[src/rtl/sr_latch_driver.sv]
// Valid/ready command front-end that turns set/reset requests into mutually exclusive S/R pulses.
// Optional Q/nQ readback after each pulse is compiled in with `define READBACK_CHECK_EN.
module sr_latch_driver #(
    parameter int unsigned PULSE_W = 2,
    parameter int unsigned GAP_W   = 1,
    parameter int unsigned CNT_W   = 8
) (
    input  logic clk_i,
    input  logic rstn_i,
    input  logic cmd_valid_i,
    input  logic cmd_op_i,
    output logic cmd_ready_o,
    output logic S_o,
    output logic R_o,
    output logic busy_o,
    output logic done_o,
    input  logic q_i,
    input  logic nq_i,
    input  logic err_clr_i,
    output logic err_o
);

    typedef enum logic [1:0] {
        IDLE,
        PULSE,
        GAP,
        CHECK
    } state_t;

    localparam int unsigned PW_EFF = (PULSE_W == 0) ? 1 : PULSE_W;
    localparam logic [CNT_W-1:0] PULSE_LD = CNT_W'(PW_EFF - 1);
    localparam logic [CNT_W-1:0] GAP_LD   = CNT_W'((GAP_W == 0) ? 0 : GAP_W - 1);

`ifdef READBACK_CHECK_EN
    localparam bit     CHECK_EN   = 1'b1;
    localparam state_t TAIL_STATE = CHECK;
`else
    localparam bit     CHECK_EN   = 1'b0;
    localparam state_t TAIL_STATE = IDLE;
`endif
    // CHECK lasts two cycles: loaded with 1, compared when it reaches 0.
    localparam logic [CNT_W-1:0] TAIL_LD = CNT_W'(CHECK_EN ? 1 : 0);

    state_t           state_q;
    logic [CNT_W-1:0] cnt_q;
    logic             ready_q;
    logic             s_q;
    logic             r_q;
    logic             busy_q;
    logic             done_q;
    logic             err_q;

`ifdef READBACK_CHECK_EN
    logic op_q;
    logic q_s1_q, q_s2_q;
    logic nq_s1_q, nq_s2_q;
    logic mismatch_d;

    always_ff @(posedge clk_i or negedge rstn_i) begin
        if (!rstn_i) begin
            q_s1_q  <= 1'b0;
            q_s2_q  <= 1'b0;
            nq_s1_q <= 1'b0;
            nq_s2_q <= 1'b0;
        end else begin
            q_s1_q  <= q_i;
            q_s2_q  <= q_s1_q;
            nq_s1_q <= nq_i;
            nq_s2_q <= nq_s1_q;
        end
    end

    assign mismatch_d = (q_s2_q != op_q) || (nq_s2_q != ~op_q);
`else
    logic unused_inputs;
    assign unused_inputs = ^{q_i, nq_i, err_clr_i};
`endif

    always_ff @(posedge clk_i or negedge rstn_i) begin
        if (!rstn_i) begin
            state_q <= IDLE;
            cnt_q   <= '0;
            ready_q <= 1'b0;
            s_q     <= 1'b0;
            r_q     <= 1'b0;
            busy_q  <= 1'b0;
            done_q  <= 1'b0;
            err_q   <= 1'b0;
`ifdef READBACK_CHECK_EN
            op_q    <= 1'b0;
`endif
        end else begin
            done_q <= 1'b0;
`ifdef READBACK_CHECK_EN
            if (err_clr_i) begin
                err_q <= 1'b0;
            end
`endif
            case (state_q)
                IDLE: begin
                    ready_q <= 1'b1;
                    if (cmd_valid_i && ready_q) begin
                        state_q <= PULSE;
                        cnt_q   <= PULSE_LD;
                        ready_q <= 1'b0;
                        busy_q  <= 1'b1;
                        s_q     <= cmd_op_i;
                        r_q     <= ~cmd_op_i;
`ifdef READBACK_CHECK_EN
                        op_q    <= cmd_op_i;
`endif
                    end
                end

                PULSE: begin
                    if (cnt_q == '0) begin
                        s_q <= 1'b0;
                        r_q <= 1'b0;
                        if (GAP_W != 0) begin
                            state_q <= GAP;
                            cnt_q   <= GAP_LD;
                        end else begin
                            // No gap: go straight to the readback check or completion.
                            state_q <= TAIL_STATE;
                            cnt_q   <= TAIL_LD;
                            busy_q  <= CHECK_EN;
                            done_q  <= ~CHECK_EN;
                            ready_q <= ~CHECK_EN;
                        end
                    end else begin
                        cnt_q <= cnt_q - CNT_W'(1);
                    end
                end

                GAP: begin
                    if (cnt_q == '0) begin
                        state_q <= TAIL_STATE;
                        cnt_q   <= TAIL_LD;
                        busy_q  <= CHECK_EN;
                        done_q  <= ~CHECK_EN;
                        ready_q <= ~CHECK_EN;
                    end else begin
                        cnt_q <= cnt_q - CNT_W'(1);
                    end
                end

                CHECK: begin
`ifdef READBACK_CHECK_EN
                    if (cnt_q == '0) begin
                        state_q <= IDLE;
                        busy_q  <= 1'b0;
                        done_q  <= 1'b1;
                        ready_q <= 1'b1;
                        // A mismatch overrides a simultaneous clear request.
                        if (mismatch_d) begin
                            err_q <= 1'b1;
                        end
                    end else begin
                        cnt_q <= cnt_q - CNT_W'(1);
                    end
`else
                    state_q <= IDLE;
                    busy_q  <= 1'b0;
                    ready_q <= 1'b1;
`endif
                end

                default: begin
                    state_q <= IDLE;
                    s_q     <= 1'b0;
                    r_q     <= 1'b0;
                    busy_q  <= 1'b0;
                end
            endcase
        end
    end

    assign cmd_ready_o = ready_q;
    assign S_o         = s_q;
    assign R_o         = r_q;
    assign busy_o      = busy_q;
    assign done_o      = done_q;
    assign err_o       = err_q;

endmodule

[config.mk]
export PLATFORM = sky130hd
export DESIGN_NAME = sr_latch_driver
export DESIGN_NICKNAME = d
export VERILOG_FILES = /design/src/rtl/sr_latch_driver.sv
export SDC_FILE = /design/constraint.sdc
export NUM_CORES = 1
export LEC_CHECK = 0
export ABC_AREA = 1
export BUFFER_PORTS_ARGS = -buffer_cell sky130_fd_sc_hd__buf_4
export CORE_MARGIN = 2
export CORE_UTILIZATION = 45
export CTS_BUF_LIST = sky130_fd_sc_hd__clkbuf_2 sky130_fd_sc_hd__clkbuf_4 sky130_fd_sc_hd__clkbuf_8
export DETAILED_ROUTE_END_ITERATION = 12
export PLACE_DENSITY = 0.65
export SETUP_SLACK_MARGIN = 0.4
export SYNTH_ARGS = -nofsm -noshare
export SYNTH_HDL_FRONTEND = slang
export SYNTH_SLANG_ARGS = --single-unit
[constraint.sdc]
create_clock -name clk_i -period 1.9 [get_ports clk_i]
set_input_delay 0.19 -clock clk_i [delete_from_list [all_inputs] [get_ports clk_i]]
set_output_delay 0.19 -clock clk_i [all_outputs]
set_load 0.05 [all_outputs]
==> impl_results.md, run 1 <==
* Outcome: finished, final reports clean
* Nets@finish at 151
* RSZ-0062 raised after global routing: yes
* Ports at 13
* Initial Util at 47.1%
* Die height at 48.9 um
* Final setup vio count at 0
* CTS max path bufs at 2
* Row count at 16
* P_leak at 0.629 nW
* Met2 usage at 26.0%
* DR pass1 iterations at 5
* Clk_skew at 7.38 ps
* Final Cycle Share at 74.2%
* Syn Nets at 133
* Area growth, synth to finish at 22.0%
* Max H-tree Level at 1
* CP required at 2080 ps
* Clk slew on worst S/H paths at 90 ps
* WS Path Type: reg2reg
* Chip width at 48.9 um
* GPL Wtd Cong at 0.794
* Clock Latency Late Sink at 280 ps
* IO buf count at 8
* Initial DRC count at 15
* Ys flop type: dfrtp_1
* CTS tree: done
* Worst Hold Class: in2reg
* Grt met1 use at 20.8%
* M3 GR Usage at 2.76%
* Arrival time at the worst endpoint at 1590 ps
* Vias per cell at 4.72
* Post-synth EDFFs at 0
* Pin count of the biggest net entering global routing at 16
* Drt drc at 0
* Finished Cell Area at 1100 um2
* Pwr per Cell Area at 485 nW/um2
* Layout cells sized above 1 at 24.8%
* Fin crit period at 1410 ps
* Yosys warns at 1
* First-pass GRT wire length at 2880 um
* GRT Overall Usage at 15.8%
* Fraction of registers with async set/reset at 100%
* Core Box Area at 1920 um2
* Setup TNS Final at 0 ps
* Worst hold slack at 179 ps
* Util after Layout at 57.5%
* Fin. max-slew vios at 0
* Die area at 2390 um2
* Initial antenna violation count at 0
* Syn Area/Cell at 7.55 um2
* Vias in the first global route at 679
* Fmax at 0.709 GHz
* WL per Instance at 10.6 um
* Root Buffer: clkbuf_4
* Peak supply drop at 0.000293 V
* Final hold vios at 0
* Detailed Route WL at 1750 um
* Num CTS Buffers at 3
* Total Power at 536 uW
* #FFs+latches synth at 15
* GRT busiest layer: met2
* Diodes inserted at 0
* Crit end category: register
* Post-synthesis cell count at 120
* Via count at 774
* Detail Route Antenna Nets at 0
* Grt total ovfl at 0
* Sequential cell area fraction in the yosys report at 41.4%
* Sink Count at 15
* Distinct cells, synth at 21
* Setup crit start kind: register
* Fill cells at 193
* Max Fanout on Critical Path at 10
* Area after DPL at 988 um2
* Dpl hpwl at 1250 um
* Max Cap Viol at 0
* Mapped cell area at 906 um2
[critical path, cell delays in order, from the launching register on]
cell	delay [ps]
dfrtp_1	400
inv_2	100
ha_4	220
nand2_1	110
o21ai_4	70
buf_12	140
nand2_1	70
xor2_1	140
nor2_1	50
[layout make-up]
cell class                      instances  area, um2  area share [%]
Clock buffer                            4       30.0            2.72
Inverter                               17       63.8            5.78
Multi-Input combinational cell         86        474            42.9
Sequential cell                        15        375            34.0
Tap cell                               27       33.8            3.06
Timing Repair Buffer                   15        128            11.6
[logic make-up after synthesis]
| group | share of synthesized area [%] |
|---|---|
| other | 0.414 |
| AND/OR/NAND/NOR | 30.9 |
| buffers and inverters | 9.12 |
| adder cells (fa/ha/maj) | 8.29 |
| flip-flops | 41.4 |
| XOR/XNOR | 0.967 |
| AO/OA/AOI/OAI | 8.84 |
[registers in the layout, summed over array words and instances (netlist names)]
register / cells
state_q: 2
S_o: 1
R_o: 1
cmd_ready_o: 1
done_o: 1
busy_o: 1
cnt_q: 8
[path summary, 6_finish.rpt]
path                            start     endpoint  slack, ps  depth (start not counted)
max reg2reg                state_q[1]     cnt_q[2]        490                          8
max in group asynchronous      rstn_i  cmd_ready_o       1420                          2
max                        state_q[1]     cnt_q[2]        490                          8
min reg2reg                       R_o          R_o        480                          2
min                          cmd_op_i          R_o        180                          4
min in group asynchronous      rstn_i     cnt_q[3]        290                          2
[synth_stat cells, types with 2 or more instances]
library cell  count  area share, %
nand2_2           3            2.1
dfrtp_1          15             41
ha_1              6            8.3
nor2_1           22            9.1
nand2_1          28             12
inv_2             2           0.83
nand3_1           5            2.8
o21ai_1           3            1.7
a31oi_1           2            1.4
o21ai_2           2            1.9
inv_1            15            6.2
a21oi_1           2            1.1
o21ai_0           5            2.8
nand4_1           3            2.1
[routing by layer]
metal	share of wire [%]	vias up	wire length [um]
li1	-	409	-
met1	48	348	841
met2	47	12	819
met3	2.3	5	40
met4	2.5	0	44
met5	0	-	0
[through the flow]
stage	setup slack (ps)	std cells
finish	490	164
global route	353	164
CTS	403	162
detailed placement	228	154
global placement	265	154
floorplan	462	120
[placed cells by master, fill, tap and decap left out]
master and instances:
nand2_1 28, nor2_1 21, dfrtp_1 15, buf_4 13, inv_1 12, inv_2 5, nand3_1 5, o21ai_0 5
ha_1 5, clkbuf_4 4, nand2_2 3, nand4_1 3, o21ai_2 2, nor2_2 2, a21oi_1 2, o21ai_1 2
a31oi_1 2, o21ai_4 1, nand3_4 1, or2_2 1, xor2_1 1, ha_4 1, conb_1 1, dlygate4sd3_1 1
buf_12 1
[repair_timing]
action,CTS,global route
hold buffers,1,0
resized for setup,2,5
endpoints found under the setup margin,8,14
pin swaps,1,0
endpoints found under the hold margin,15,0
setup buffers,3,2
[power breakdown]
group / internal (mW) / switching [mW]
clock network: 0.0958 / 0.101
registers: 0.319 / 0
logic: 0.00612 / 0.0139
Power figures use the tool's default switching activity.
==> run 2: changes to the inputs <==
==> constraint.sdc (replaced) <==
create_clock -name clk_i -period 1.3 [get_ports clk_i]
set_input_delay 0.13 -clock clk_i [delete_from_list [all_inputs] [get_ports clk_i]]
set_output_delay 0.13 -clock clk_i [all_outputs]
set_load 0.05 [all_outputs]
==> impl_results.md, run 2 (synthesis results as in run 1) <==
* Dpl cells at 169
* GPL Wtd Cong at 0.789
* Worst R2R End: cnt_q[4]
* Nets@finish at 173
* Setup crit start kind: register
* Arrival time at the worst endpoint at 1610 ps
* Critical Path Most Common Cell: o21ai_0
* Via count at 920
* Core Box Area at 1920 um2
* Failing checks: negative setup slack
* Grt met1 use at 24.5%
* M3 GR Usage at 3.07%
* Pin count of the biggest net entering global routing at 16
* First-pass GRT wire length at 3990 um
* Diodes inserted at 0
* Dpl hpwl at 1430 um
* Initial antenna violation count at 0
* IO buf count at 8
* Outcome: complete, but fails checks
* R2R cell count at 5
* RSZ-0062 raised after global routing: yes
* WHS Path Cells at 4
* Final cell count without fillers at 186
* Slowest CP cell: dfrtp_1
* Initial DRC count at 3
* WL per Instance at 13.3 um
* Sw Pwr at 181 uW
* Switching part of the total at 22.7%
* Die height at 48.9 um
* Crit end category: register
* Max Fanout on Critical Path at 4
* Row count at 16
* Setup slack at placement at -83.0 ps
* Crit path to: cnt_q[4]
* Most common cell after layout, fill and taps aside: buf_4
* Clk_skew at 2.33 ps
* Ports at 13
* Sequential power share at 58.5%
* CTS tree: done
* Max Cap Viol at 0
* CP required at 1510 ps
* Peak supply drop at 0.000514 V
* Drt drc at 0
* Top delay family on crit path: compound AO/OA/AOI/OAI gates
* Vias per cell at 4.95
* Beginning of the worst register-to-register path: state_q[0]
* GRT busiest layer: met2
* Chip width at 48.9 um
* Fin crit period at 1400 ps
* Pwr per Cell Area at 532 nW/um2
* R2R Setup Slk at -100 ps
* Fmax at 0.717 GHz
* Final Cycle Share at 107%
* DR pass1 iterations at 4
* CTS max path bufs at 2
* Root Buffer: clkbuf_4
* Final hold vios at 0
* Num CTS Buffers at 3
* Worst hold slack at 108 ps
* Die area at 2390 um2
* Vias in the first global route at 952
* GRT Overall Usage at 21.6%
* Most frequent cells in the layout: buf_4, nand2_1, dfrtp_1, nor2_1, inv_1
* Setup crit start: state_q[0]
* Layout cells sized above 1 at 50.9%
* Initial Util at 47.1%
* Worst Hold Class: in2reg
* CP bufs+invs at 1
* CP Depth at 5
* Combinational share of power at 3.7%
* WS Path Type: reg2reg
* Clock network fraction of total power at 37.8%
* Setup ws final at -95.0 ps
* Area growth, synth to finish at 65.3%
* Detailed Route WL at 2480 um
* Clk slew on worst S/H paths at 90 ps
* Met2 usage at 38.1%
* Int Power at 615 uW
* Sink Count at 15
* Grt total ovfl at 0
* Max H-tree Level at 1
* Top flop regs: cnt_q x8, state_q x2
* Fill cells at 133
* Worst path max stage delay at 410 ps
* Setup TNS Final at -535 ps
* Cell breakdown of the critical path: inv_2 -> ha_4 -> o21ai_0 -> o21ai_0 -> a21oi_1
* Max reg flops at 8
* Detail Route Antenna Nets at 0
* P_leak at 0.760 nW
* Clock Latency Late Sink at 290 ps
* Fin. max-slew vios at 0
* Finished Cell Area at 1500 um2
* Most flops, register: cnt_q
* Area after DPL at 1160 um2
* Final setup vio count at 10
-- run 2: worst register-to-register path, stage by stage, from the launching register on --
cell     delay, ps
dfrtp_1        410
inv_2          100
ha_4           220
o21ai_0        300
o21ai_0        130
a21oi_1        160
-- run 2: power groups by stage --
stage | registers (mW) | logic [mW] | clock network (mW)
2_1_floorplan | 0.476 | 0.0120 | 0
3_3_place_gp | 0.475 | 0.0267 | 0
3_5_place_dp | 0.475 | 0.0276 | 0
4_1_cts | 0.466 | 0.0306 | 0.315
5_1_grt | 0.466 | 0.0330 | 0.328
6_report | 0.466 | 0.0295 | 0.301
-- run 2: stage by stage --
step | power [mW] | utilization, %
3_3_place_gp | 0.502 | 60.6
3_5_place_dp | 0.503 | 60.6
5_1_grt | 0.827 | 77.9
6_report | 0.796 | 77.9
4_1_cts | 0.812 | 73.2
2_1_floorplan | 0.488 | -
-- run 2: how the worst min path moves through the flow --
stage / startpoint / endpoint / slack, ps
2_1_floorplan: rstn_i / R_o / -170
3_3_place_gp: rstn_i / cnt_q[2] / -2
3_5_place_dp: rstn_i / cnt_q[1] / 4
4_1_cts: cmd_op_i / R_o / 100
5_1_grt: cmd_op_i / R_o / 140
6_report: cmd_op_i / R_o / 110
-- run 2: timing repair --
item                                    4_1_cts  5_1_grt
gates cloned                                  0        0
hold buffers                                  1        0
gates resized for setup                      41       11
setup buffers                                 5        7
pin swaps                                     8        8
hold endpoints to repair                     15        0
endpoints found under the setup margin       20       20
-- run 2: cell type report --
type / count / area, um2 / area share [%]
multi-input cells: 86 / 653 / 43.6
flip-flops and latches: 15 / 377 / 25.1
repair buffers: 37 / 330 / 22.1
inverters: 17 / 73.8 / 4.93
well taps: 27 / 33.8 / 2.26
clock buffers: 4 / 30.0 / 2.01
-- run 2: metal layers --
metal	up-vias	wire length, um
met5	-	0
met4	0	63
met3	6	58
met2	17	1350
met1	442	1000
li1	455	-
==> run 3: changes to the inputs <==
--- a/config.mk
+++ b/config.mk
@@ -9,8 +9,9 @@
 export BUFFER_PORTS_ARGS = -buffer_cell sky130_fd_sc_hd__buf_4
 export CORE_MARGIN = 2
 export CORE_UTILIZATION = 45
-export CTS_BUF_LIST = sky130_fd_sc_hd__clkbuf_2 sky130_fd_sc_hd__clkbuf_4 sky130_fd_sc_hd__clkbuf_8
+export CTS_BUF_LIST = sky130_fd_sc_hd__clkbuf_4
 export DETAILED_ROUTE_END_ITERATION = 12
+export GPL_TIMING_DRIVEN = 0
 export PLACE_DENSITY = 0.65
 export SETUP_SLACK_MARGIN = 0.4
 export SYNTH_ARGS = -nofsm -noshare
==> impl_results.md, run 3 (synthesis results as in run 1) <==
* Outcome: complete, but fails checks
* Failing checks: negative setup slack
* Clk_skew at 12.4 ps
* CTS tree: done
* Via count at 842
* Sink Count at 15
* Fin. max-slew vios at 0
* Initial DRC count at 5
* Chip width at 48.9 um
* CTS max path bufs at 2
* WS Path Type: reg2reg
* Cell breakdown of the critical path: inv_2 -> ha_4 -> inv_4 -> o21ai_4 -> buf_4 -> buf_6 -> nand3_1 -> a21oi_1
* GRT Overall Usage at 17.6%
* Num CTS Buffers at 3
* CP required at 1530 ps
* Worst R2R End: cnt_q[5]
* Final hold vios at 0
* R2R cell count at 8
* DR pass1 iterations at 4
* Die area at 2390 um2
* Root Buffer: clkbuf_4
* Max Cap Viol at 0
* Most frequent cells in the layout: nand2_1, buf_4, nor2_1
* Ports at 13
* Most common cell after layout, fill and taps aside: nand2_1
* Setup ws final at -124 ps
* GPL Wtd Cong at 0.799
* Core Box Area at 1920 um2
* IO buf count at 8
* Layout cells sized above 1 at 44.0%
* Area growth, synth to finish at 43.9%
* Hold Path End: R_o
* Vias in the first global route at 836
* Crit end category: register
* Dpl hpwl at 1370 um
* First-pass GRT wire length at 3290 um
* WHS Path Cells at 4
* Fill cells at 173
* Max reg flops at 8
* Pwr per Cell Area at 592 nW/um2
* Top flop regs: cnt_q x8, state_q x2
* Setup crit start kind: register
* P_leak at 0.693 nW
* Peak supply drop at 0.000639 V
* WL per Instance at 11.9 um
* Setup slack at placement at -159 ps
* Drt drc at 0
* Final setup vio count at 9
* Pin count of the biggest net entering global routing at 16
* RSZ-0062 raised after global routing: yes
* Die height at 48.9 um
* Detail Route Antenna Nets at 0
* Beginning of the worst register-to-register path: state_q[0]
* Fmax at 0.702 GHz
* Worst Hold Class: in2reg
* R2R Setup Slk at -120 ps
* Hold path start: cmd_op_i
* Vias per cell at 4.76
* Worst hold slack at 113 ps
* Slowest CP cell: dfrtp_1
* Initial Util at 47.1%
* Worst path max stage delay at 410 ps
* Final Cycle Share at 110%
* Nets@finish at 164
* Diodes inserted at 0
* Detailed Route WL at 2110 um
* Total Power at 772 uW
* Fin crit period at 1420 ps
* Max H-tree Level at 1
* Arrival time at the worst endpoint at 1650 ps
* Most flops, register: cnt_q
* Row count at 16
* Clk slew on worst S/H paths at 100 ps
* Initial antenna violation count at 0
* Grt total ovfl at 0
* Max Fanout on Critical Path at 4
* Clock Latency Late Sink at 290 ps
run 3: what timing repair did:
action,in CTS,in global routing
pin swaps,7,4
endpoints found under the setup margin,20,20
hold buffers,1,0
cloned,1,0
buffers inserted,9,7
resized for setup,18,11
endpoints found under the hold margin,15,0
run 3: through the flow:
step | area [um2] | setup TNS, ps | utilization, % | cells
after floorplan | 957 | 0 | - | 120
after global placement | 1050 | -753 | 54.7 | 155
after detailed placement | 1050 | -1140 | 54.7 | 155
after CTS | 1220 | -115 | 63.6 | 170
after global routing | 1300 | -1340 | 67.8 | 177
final | 1300 | -536 | 67.8 | 177
run 3: area by class of cell:
| class | count | area, um2 | area share [%] |
|---|---|---|---|
| Clock inverter | 1 | 5.00 | 0.384 |
| Clock buffer | 3 | 22.5 | 1.73 |
| Multi-Input combinational cell | 86 | 554 | 42.5 |
| Tap cell | 27 | 33.8 | 2.59 |
| Sequential cell | 15 | 377 | 28.9 |
| Timing Repair Buffer | 26 | 224 | 17.2 |
| Buffer | 2 | 18.8 | 1.44 |
| Inverter | 17 | 68.8 | 5.28 |
run 3: worst max path at each step:
stage                          start  endpoint  cells after the start  slack (ps)
after CTS                 state_q[1]  cnt_q[2]                      6         -30
after global placement    state_q[0]  cnt_q[2]                      6        -120
after floorplan           state_q[0]  cnt_q[6]                      8           4
after global routing      state_q[0]  cnt_q[5]                      8        -170
after detailed placement  state_q[0]  cnt_q[2]                      6        -160
final                     state_q[0]  cnt_q[5]                      8        -120
run 3: layer usage:
layer	wire length, um	track usage, %	vias up
met4	19	4.29	0
met3	30	2.76	2
li1	-	-	438
met5	0	0	-
met1	890	19.0	397
met2	1160	35.2	5
run 3: critical path, delay by kind of cell (launching register included):
kind | cells | cell delay (ps)
and+or+nand+nor | 1 | 80
DFF | 1 | 410
AOI/OAI and AO/OA | 2 | 310
adders and majority gates | 1 | 170
buffers and inverters | 4 | 380
run 3: power breakdown:
part / internal [mW] / switching, mW / total (mW)
combinational: 0.0111 / 0.0214 / 0.0324
clock: 0.114 / 0.159 / 0.273
sequential: 0.466 / 0 / 0.466
